===== src/rtl/decoder_if.sv =====
// Decoder bus: polynomial RAM read ports, message RAM write port and start/done handshake.
interface decoder_if;
  localparam int unsigned AW = 9;
  localparam int unsigned CW = 16;
  localparam int unsigned MW = 3;
  localparam int unsigned WW = 32;

  logic          start;
  logic          done;
  logic [AW-1:0] poly_addra;
  logic [CW-1:0] poly_doa;
  logic [AW-1:0] poly_addrb;
  logic [CW-1:0] poly_dob;
  logic          msg_we;
  logic [MW-1:0] msg_addr;
  logic [0:WW-1] msg_di;

  modport slave (
    input  start, poly_doa, poly_dob,
    output done, poly_addra, poly_addrb, msg_we, msg_addr, msg_di
  );

  modport master (
    output start, poly_doa, poly_dob,
    input  done, poly_addra, poly_addrb, msg_we, msg_addr, msg_di
  );
endinterface


===== src/rtl/decoder.sv =====
// NewHope message decoder: folds each coefficient pair (k, k+256) into one message bit
// and packs 256 bits into eight 32-bit words written to the message RAM.
module decoder #(
  parameter int unsigned NEWHOPE_HALF_Q = 6144
) (
  input  logic       clk,
  input  logic       rst,
  decoder_if.slave   bus
);
  localparam int unsigned KW = 8;
  localparam int unsigned AW = 9;
  localparam int unsigned DW = 17;
  localparam int unsigned SW = 18;
  localparam int unsigned WW = 32;
  localparam int unsigned MW = 3;
  localparam int unsigned PW = 5;

  typedef enum logic [1:0] {IDLE = 2'd0, RUN = 2'd1, DRAIN = 2'd2} state_e;

  state_e        state_q, state_d;
  logic [AW-1:0] addra_q, addra_d;
  logic [AW-1:0] addrb_q, addrb_d;
  logic          vld_q, vld_d;
  logic [KW-1:0] kd_q, kd_d;
  logic [0:WW-1] acc_q, acc_d;
  logic [0:WW-1] di_q, di_d;
  logic          we_q, we_d;
  logic [MW-1:0] maddr_q, maddr_d;
  logic          done_q, done_d;

  logic signed [DW-1:0] diff_a_c, diff_b_c;
  logic [DW-1:0]        da_c, db_c;
  logic [SW-1:0]        sum_c;
  logic                 bit_c;
  logic [PW-1:0]        pos_c;
  logic [KW-1:0]        k_next_c;

  // Distance of both coefficients from the centre; small total distance means bit 1.
  always_comb begin
    diff_a_c = $signed({1'b0, bus.poly_doa}) - $signed(DW'(NEWHOPE_HALF_Q));
    diff_b_c = $signed({1'b0, bus.poly_dob}) - $signed(DW'(NEWHOPE_HALF_Q));
    da_c     = diff_a_c[DW-1] ? DW'(-diff_a_c) : DW'(diff_a_c);
    db_c     = diff_b_c[DW-1] ? DW'(-diff_b_c) : DW'(diff_b_c);
    sum_c    = SW'(da_c) + SW'(db_c);
    bit_c    = (sum_c < SW'(NEWHOPE_HALF_Q));
    pos_c    = {kd_q[4:3], ~kd_q[2:0]};
    k_next_c = addra_q[KW-1:0] + KW'(1);
  end

  always_comb begin
    state_d = state_q;
    addra_d = '0;
    addrb_d = '0;
    vld_d   = (state_q == RUN);
    kd_d    = addra_q[KW-1:0];
    acc_d   = acc_q;
    di_d    = '0;
    we_d    = 1'b0;
    maddr_d = '0;
    done_d  = we_q && (maddr_q == '1);

    case (state_q)
      IDLE: begin
        if (bus.start) begin
          state_d = RUN;
          addrb_d = {1'b1, KW'(0)};
        end
      end
      RUN: begin
        if (addra_q[KW-1:0] == '1) begin
          state_d = DRAIN;
        end else begin
          addra_d = {1'b0, k_next_c};
          addrb_d = {1'b1, k_next_c};
        end
      end
      DRAIN: begin
        if (we_q && (maddr_q == '1)) state_d = IDLE;
      end
      default: state_d = IDLE;
    endcase

    // Accumulate the returned bit; flush the word once its last bit is in.
    if (vld_q) begin
      acc_d[pos_c] = bit_c;
      if (kd_q[4:0] == '1) begin
        we_d    = 1'b1;
        maddr_d = kd_q[KW-1:KW-MW];
        di_d    = acc_d;
        acc_d   = '0;
      end
    end
  end

  always_ff @(posedge clk or negedge rst) begin
    if (!rst) begin
      state_q <= IDLE;
      addra_q <= '0;
      addrb_q <= '0;
      vld_q   <= 1'b0;
      kd_q    <= '0;
      acc_q   <= '0;
      di_q    <= '0;
      we_q    <= 1'b0;
      maddr_q <= '0;
      done_q  <= 1'b0;
    end else begin
      state_q <= state_d;
      addra_q <= addra_d;
      addrb_q <= addrb_d;
      vld_q   <= vld_d;
      kd_q    <= kd_d;
      acc_q   <= acc_d;
      di_q    <= di_d;
      we_q    <= we_d;
      maddr_q <= maddr_d;
      done_q  <= done_d;
    end
  end

  assign bus.poly_addra = addra_q;
  assign bus.poly_addrb = addrb_q;
  assign bus.msg_we     = we_q;
  assign bus.msg_addr   = maddr_q;
  assign bus.msg_di     = di_q;
  assign bus.done       = done_q;
endmodule


===== src/flat_wrapper.sv =====
// flat-port wrapper written by rule: the top's interface ports become plain ports
module decoder_flat 
#(
  parameter int unsigned NEWHOPE_HALF_Q = 6144
)
  (clk, rst, bus_start, bus_poly_doa, bus_poly_dob, bus_done, bus_poly_addra, bus_poly_addrb, bus_msg_we, bus_msg_addr, bus_msg_di);
  decoder_if bus_i ();
  input  logic clk;
  input  logic rst;
  input wire logic [$bits(bus_i.start)-1:0] bus_start;
  input wire logic [$bits(bus_i.poly_doa)-1:0] bus_poly_doa;
  input wire logic [$bits(bus_i.poly_dob)-1:0] bus_poly_dob;
  output wire logic [$bits(bus_i.done)-1:0] bus_done;
  output wire logic [$bits(bus_i.poly_addra)-1:0] bus_poly_addra;
  output wire logic [$bits(bus_i.poly_addrb)-1:0] bus_poly_addrb;
  output wire logic [$bits(bus_i.msg_we)-1:0] bus_msg_we;
  output wire logic [$bits(bus_i.msg_addr)-1:0] bus_msg_addr;
  output wire logic [$bits(bus_i.msg_di)-1:0] bus_msg_di;
  assign bus_i.start = bus_start;
  assign bus_i.poly_doa = bus_poly_doa;
  assign bus_i.poly_dob = bus_poly_dob;
  assign bus_done = bus_i.done;
  assign bus_poly_addra = bus_i.poly_addra;
  assign bus_poly_addrb = bus_i.poly_addrb;
  assign bus_msg_we = bus_i.msg_we;
  assign bus_msg_addr = bus_i.msg_addr;
  assign bus_msg_di = bus_i.msg_di;
  decoder #(.NEWHOPE_HALF_Q(NEWHOPE_HALF_Q)) u_core (.clk(clk), .rst(rst), .bus(bus_i));
endmodule

===== config.mk =====
export PLATFORM = sky130hd
export DESIGN_NAME = decoder_flat
export DESIGN_NICKNAME = d
export VERILOG_FILES = /design/src/rtl/decoder_if.sv /design/src/rtl/decoder.sv /design/src/flat_wrapper.sv
export SDC_FILE = /design/constraint.sdc
export NUM_CORES = 1
export LEC_CHECK = 0
export BUFFER_PORTS_ARGS = -buffer_cell sky130_fd_sc_hd__buf_4
export CORE_MARGIN = 2
export CORE_UTILIZATION = 50
export CTS_CLUSTER_SIZE = 20
export DETAILED_ROUTE_END_ITERATION = 8
export PLACE_DENSITY = 0.73
export SYNTH_ARGS = -nofsm -noshare
export SYNTH_HDL_FRONTEND = slang
export SYNTH_SLANG_ARGS = --single-unit

===== constraint.sdc =====
create_clock -name clk -period 3.8 [get_ports clk]
set_input_delay 1.14 -clock clk [delete_from_list [all_inputs] [get_ports clk]]
set_output_delay 1.14 -clock clk [all_outputs]
set_load 0.005 [all_outputs]

**Word level (Yosys, flattened, before mapping)**

Cells that the tools add are included.

- Flip-flop bits (word level): 98
- Input port bits: 35
- Output and inout port bits: 55
- Word-level logic and storage cells: 54

- Add/sub/neg operators: 6
- $lt $le $gt $ge: 3
- Equal/unequal tests: 8
- Mux-type cells: 21
- Bitwise logic cells: 2
- Reduce and logical (&&, ||, !) cells: 4

Operators by type and width:

| operator | number |
|---|---|
| 32-bit 2-to-1 mux | 3 |
| 17-bit 2-to-1 mux | 2 |
| 17-bit negation | 2 |
| 16-bit by 13-bit subtractor with 17-bit output (second input constant) | 2 |
| 32-bit bitwise mux | 1 |
| 17-bit by 17-bit adder with 18-bit output | 1 |
| 18-bit by 13-bit less-than comparator with 1-bit output (second input constant) | 1 |
| 9-bit 2-to-1 mux | 2 |
| 9-bit one-hot mux with 2 select lines | 1 |
| 8-bit 2-to-1 mux | 2 |
| 8-bit by 1-bit adder with 8-bit output (second input constant) | 1 |
| 8-bit equality test (second input constant) | 1 |
| 6-bit greater-or-equal comparator (second input constant) | 1 |
| 6-bit by 1-bit less-than comparator with 1-bit output (second input constant) | 1 |
| 2-bit 2-to-1 mux | 3 |
| 3-bit 2-to-1 mux | 2 |
| 5-bit NOT with 6-bit output | 1 |
| 2-bit one-hot mux with 3 select lines | 1 |
| 1-bit demux with 5-bit select | 1 |
| 5-bit equality test (second input constant) | 1 |
| 2-bit != test (second input constant) | 2 |
| 3-bit equality test (second input constant) | 1 |
| 1-bit 2-to-1 mux | 3 |
| 3-bit NOT | 1 |
| other kinds (6) | 7 |

**Depth between registers and ports, before layout**

- Depth after elaboration: 9
- Depth in mapped cells: 17
- Mapped depth without buffers: 15

**Worst setup path before layout**

No wires, ideal clock.

- Kind: input to register
- From: in bus_poly_dob[4]
- To: reg u_core.acc_q[13] (netlist bit)
- Setup time: 110 ps
- Data arrival time: 4709 ps
- Required time: 3690 ps
- Slack: -1020 ps
- Stages: 17
- Buffers on the path: 3
- Cells stage by stage: or3_1 nor3_1 nand2_1 nor3_1 a21oi_1 xnor2_1 ha_1 buf_2 and4_1 nor2b_1 o211ai_1 a41oi_1 xor2_1 or4_1 buf_2 buf_6 o41ai_1

- Longest elaborated chain between the ends: 7

Ends and longest elaborated chain:

| element | line | RTL |
|---|---|---|
| start, declared | flat_wrapper.sv:12 | `input wire logic [$bits(bus_i.poly_dob)-1:0] bus_poly_dob;` |
| 16-bit by 13-bit subtractor with 17-bit output * | decoder.sv:41 | `diff_b_c = $signed({1'b0, bus.poly_dob}) - $signed(DW'(NEWHOPE_HALF_Q));` |
| 17-bit negation | decoder.sv:43 | `db_c = diff_b_c[DW-1] ? DW'(-diff_b_c) : DW'(diff_b_c);` |
| 17-bit 2-to-1 mux * | decoder.sv:43 |  |
| 17-bit by 17-bit adder with 18-bit output * | decoder.sv:44 | `sum_c = SW'(da_c) + SW'(db_c);` |
| 18-bit by 13-bit less-than comparator with 1-bit output * | decoder.sv:45 | `bit_c = (sum_c < SW'(NEWHOPE_HALF_Q));` |
| 32-bit bitwise mux * | decoder.sv:85 | `acc_d[pos_c] = bit_c;` |
| 32-bit 2-to-1 mux * | decoder.sv:86 | `if (kd_q[4:0] == '1) begin` |
| end signal, assigned | decoder.sv:102 | `acc_q <= '0;` |
| end signal, assigned | decoder.sv:113 | `acc_q <= acc_d;` |
| end, declared | decoder.sv:25 | `logic [0:WW-1] acc_q, acc_d;` |

Every way passes the cells marked *; elsewhere a longest branch is shown, timed or not.
A chain may end at the register's enable or synchronous reset.

**Worst setup path in the final report**

- From: in bus_poly_doa[4]
- To: reg u_core.acc_q[20] (netlist bit)

- Longest elaborated chain between the ends: 7

Ends and longest elaborated chain:

| element | line | RTL |
|---|---|---|
| start, declared | flat_wrapper.sv:11 | `input wire logic [$bits(bus_i.poly_doa)-1:0] bus_poly_doa;` |
| 16-bit by 13-bit subtractor with 17-bit output * | decoder.sv:40 | `diff_a_c = $signed({1'b0, bus.poly_doa}) - $signed(DW'(NEWHOPE_HALF_Q));` |
| 17-bit negation | decoder.sv:42 | `da_c = diff_a_c[DW-1] ? DW'(-diff_a_c) : DW'(diff_a_c);` |
| 17-bit 2-to-1 mux * | decoder.sv:42 |  |
| 17-bit by 17-bit adder with 18-bit output * | decoder.sv:44 |  |
| 18-bit by 13-bit less-than comparator with 1-bit output * | decoder.sv:45 |  |
| 32-bit bitwise mux * | decoder.sv:85 |  |
| 32-bit 2-to-1 mux * | decoder.sv:86 |  |

Marks and branches as above.

==> metrics.md <==
| Metric | Value |
|---|---|
| Status | complete, but fails checks |
| Failing checks | negative setup slack |
| Top_reg_cell synth | dfrtp_1 |
| Synthesis-to-finish area growth | 36.83% |
| First drt pass iteration count | 5 |
| Hold depth | 1 |
| Slew of the pin with the lowest slew margin | 0.8927 ns |
| Synth top area cells | dfrtp_1 (47%), ha_1 (5.2%), and2_1 (4.3%) |
| Post-synthesis async set-or-reset flop share | 1.000 |
| Total track usage | 0.2396 |
| Post-Syn Instances | about 530 |
| Post-route ant nets | 0 |
| Core Area | 9819 sq um |
| Most common cell in the netlist | dfrtp_1 |
| CTS tree | built |
| Nets | about 730 |
| Number of synthesized register bits | 95 |
| Antenna violations before repair | 0 |
| Largest net degree at the start of global routing | 43 |
| Depth of the CTS H-tree | 3 |
| Total of max-cap violations | 0 |
| Worst Hold Path EP | u_core.bus.msg_addr[1]$_DFF_PN0_ |
| Longest Clk Path Bufs | 2 |
| Buffers on Ports | 88 |
| Peak VDD IR | 342.7 uV |
| First-pass GRT wire length | 21,670 microns |
| DRC Markers | 0 |
| Worst hold start | u_core.kd_q[6]$_DFF_PN0_ |
| Setup violators final | 32 |
| P_leak | 3.380 nW |
| Cells on worst reg2reg path | 5 |
| Most common library cells after synthesis | dfrtp_1 (95), nor2_1 (58), o21ai_0 (43) |
| FF-to-FF setup slack | around 1.3 ns |
| Fillers | 761 |
| Starting DRC count in detailed routing | 378 |
| Grt ovf | 0 |
| Slew HR | 0.4034 |
| Share of Yosys cell area claimed by the top area cell type | 0.4677 |
| Crit path launch type | input port |
| Vias/cell | about 6 |
| Final hold violation count | 0 |
| Worst Setup End Kind | flop |
| Worst reg2reg startpoint | u_core.vld_q$_DFF_PN0_ |
| Die outline width | 104.8 microns |
| Hpwl dp | between 9000 and 10,000 microns |
| Via count | 4,749 |
| Seq/Total Area, Yosys | 0.4677 |
| Yosys Warn Count | 0 |
| PnR worst setup slack | -0.7424 ns |
| Die height | between 100 and 150 microns |
| CP arrival | 4.80 ns |
| Mean Syn Cell Area | 9.608 sq um |
| Drt wl/cell | 17.29 microns |
| Clock root cell | clkbuf_8 |
| Tcrit/Tclk final | 1.195 |
| Number of global-route vias before repair | 4,592 |
| RSZ-0062 raised after global routing | yes |
| Cts hold-fix bufs | 0 |
| Peak Freq | about 0.22 GHz |
| Gpl congestion | 1.009 |
| WS Path Type | in2reg |
| Hold Crit Class | reg2reg |
| TritonCTS Buffers | 9 |
| Die area | 10,990 sq um |
| Fin Clk Skew | about 0.011 ns |
| Synth cell types | 49 |
| EDFF count, synth | 0 |
| RR Endpoint | u_core.bus.msg_di[16]$_DFF_PN0_ |
| Clock insertion delay at the later pin of the skew report | 0.37 ns |
| Share of layout cells above drive strength 1 | 0.3392 |
| Final Max Slew Viols | 0 |
| Row count | 36 |
| Sink Count | between 90 and 100 |
| Initial Utilization | 0.5176 |
| Antenna Cells | 0 |
| I/O pin cnt | 90 |
| Place WS | -1.150 ns |
| Crit path time final | 4.542 ns |
| Hold Worst Slack | 0.4628 ns |
| DRT Wirelength | around 14,000 microns |
| Max FO, Critical Path | 16 |
| PwrDens | 517.9 nW/um^2 |
| WP data required | 4.06 ns |
| Mapped Area | 5082 sq um |
| Top cell type by total area after synthesis | dfrtp_1 |
| Worst-path clk slew | 0.10 ns |
## cell families after synthesis
kind of cell,after synthesis,share of synthesized area
other,1,0.0007378
AND/OR/NAND/NOR,199,0.1942
XOR/XNOR,31,0.05342
AO/OA/AOI/OAI,137,0.1901
buffers and inverters,42,0.03594
multiplexers,3,0.006155
flip-flops,95,0.4677
adder cells (fa/ha/maj),21,0.05170
## power by group
group	switching (mW)	leakage, nW	total [mW]	internal [mW]
Combinational	0.777	2.02	1.37	0.595
Sequential	0.240	1.25	1.51	1.27
Clock	0.384	0.107	0.718	0.334
Total	1.40	3.38	3.60	2.20
## layout by cell type (no fill, tap or decap), types with 3 or more instances in the layout
| cell | netlist | layout |
|---|---|---|
| o31ai_1 | 13 | 7 |
| a21oi_2 | 0 | 6 |
| o41ai_4 | 0 | 5 |
| xnor2_1 | 12 | 11 |
| ha_1 | 21 | 20 |
| o41ai_2 | 11 | 19 |
| o21ai_0 | 43 | 39 |
| conb_1 | 1 | 3 |
| buf_6 | 2 | 4 |
| o21ai_1 | 0 | 3 |
| buf_4 | 2 | 152 |
| or3_1 | 5 | 3 |
| nand2_1 | 40 | 40 |
| a21oi_1 | 28 | 22 |
| nand2b_1 | 6 | 6 |
| nor2b_1 | 7 | 7 |
| inv_1 | 13 | 13 |
| nand4_1 | 7 | 7 |
| a211oi_1 | 4 | 4 |
| and3_1 | 4 | 4 |
| nor3_1 | 13 | 8 |
| and4_1 | 4 | 3 |
| nor3_4 | 0 | 4 |
| or4_4 | 0 | 3 |
| nor2_1 | 58 | 58 |
| a21o_1 | 6 | 6 |
| clkbuf_8 | 0 | 10 |
| a31oi_1 | 5 | 4 |
| nand3_1 | 12 | 12 |
| and2_1 | 35 | 35 |
| dfrtp_1 | 95 | 95 |
| xor2_1 | 19 | 19 |
| o31ai_4 | 0 | 4 |
## how the worst max path moves through the flow
stage / start / endpoint / slack, ns / cells after the start
3_3_place_gp: bus_poly_dob[4] / u_core.acc_q[9]$_DFFE_PN0P_ / -1.05 / 16
4_1_cts: bus_poly_dob[4] / u_core.acc_q[19]$_DFFE_PN0P_ / -0.62 / 16
5_1_grt: bus_poly_doa[4] / u_core.acc_q[31]$_DFFE_PN0P_ / -0.86 / 15
6_report: bus_poly_doa[4] / u_core.acc_q[20]$_DFFE_PN0P_ / -0.74 / 18
3_5_place_dp: bus_poly_dob[4] / u_core.acc_q[13]$_DFFE_PN0P_ / -1.15 / 16
2_1_floorplan: bus_poly_dob[4] / u_core.acc_q[10]$_DFFE_PN0P_ / -0.79 / 16
## worst max-delay path, stage by stage
cell and delay (ns):
buf_6 0.09, or3_4 0.40, nor3_4 0.14, nand2b_1 0.14
nor3_2 0.16, buf_4 0.14, a31oi_1 0.11, xor2_1 0.18
ha_1 0.40, a21o_1 0.17, a31oi_2 0.08, buf_4 0.18
nor2b_1 0.12, a211oi_1 0.24, nor3b_1 0.09, or4_4 0.55
clkbuf_16 0.22, o41ai_2 0.24
## area by class of cell
cell class | instances | area, sq um | area share
Sequential cell | 95 | 2377 | 0.3418
Timing Repair Buffer | 159 | 1256 | 0.1806
Tap cell | 133 | 166.4 | 0.02393
Clock inverter | 6 | 77.57 | 0.01116
Inverter | 13 | 48.80 | 0.007017
Multi-Input combinational cell | 395 | 2890 | 0.4156
Clock buffer | 10 | 137.6 | 0.01979
## sequential cells by signal (all words and copies together), names as in the netlist
register and count:
u_core.bus.msg_di 32, u_core.acc_q 31, u_core.bus.poly_addrb 9, u_core.kd_q 8
u_core.bus.poly_addra 7, u_core.bus.msg_addr 3, u_core.state_q 2, u_core.bus.done 1
u_core.bus.msg_we 1, u_core.vld_q 1
## metal layers
metal / vias up / GRT usage / part of all wire
met3: 41 / 0.03493 / 0.059
met1: 2298 / 0.3197 / 0.42
li1: 2177 / - / -
met4: 0 / 0.06952 / 0.024
met5: - / 0 / 0
met2: 233 / 0.4063 / 0.49
## per-stage QoR
step | instance area (sq um) | power (mW) | util | cells | TNS (ns)
2_1_floorplan | 5266 | 2.245 | - | 531 | -24.56
3_3_place_gp | 6441 | 2.649 | 0.6560 | 789 | -32.97
3_5_place_dp | 6441 | 2.718 | 0.6560 | 789 | -35.51
4_1_cts | 6696 | 3.445 | 0.6820 | 805 | -18.30
5_1_grt | 6954 | 3.810 | 0.7082 | 811 | -25.76
6_report | 6954 | 3.602 | 0.7082 | 811 | -21.87
## repair_timing
item / CTS / global route
pin swaps: 4 / 5
buffers inserted: 0 / 3
setup endpoints to repair: 32 / 32
resized for setup: 8 / 30
endpoints found under the hold margin: 0 / 0
gates cloned: 0 / 3
Power figures use the tool's default switching activity.
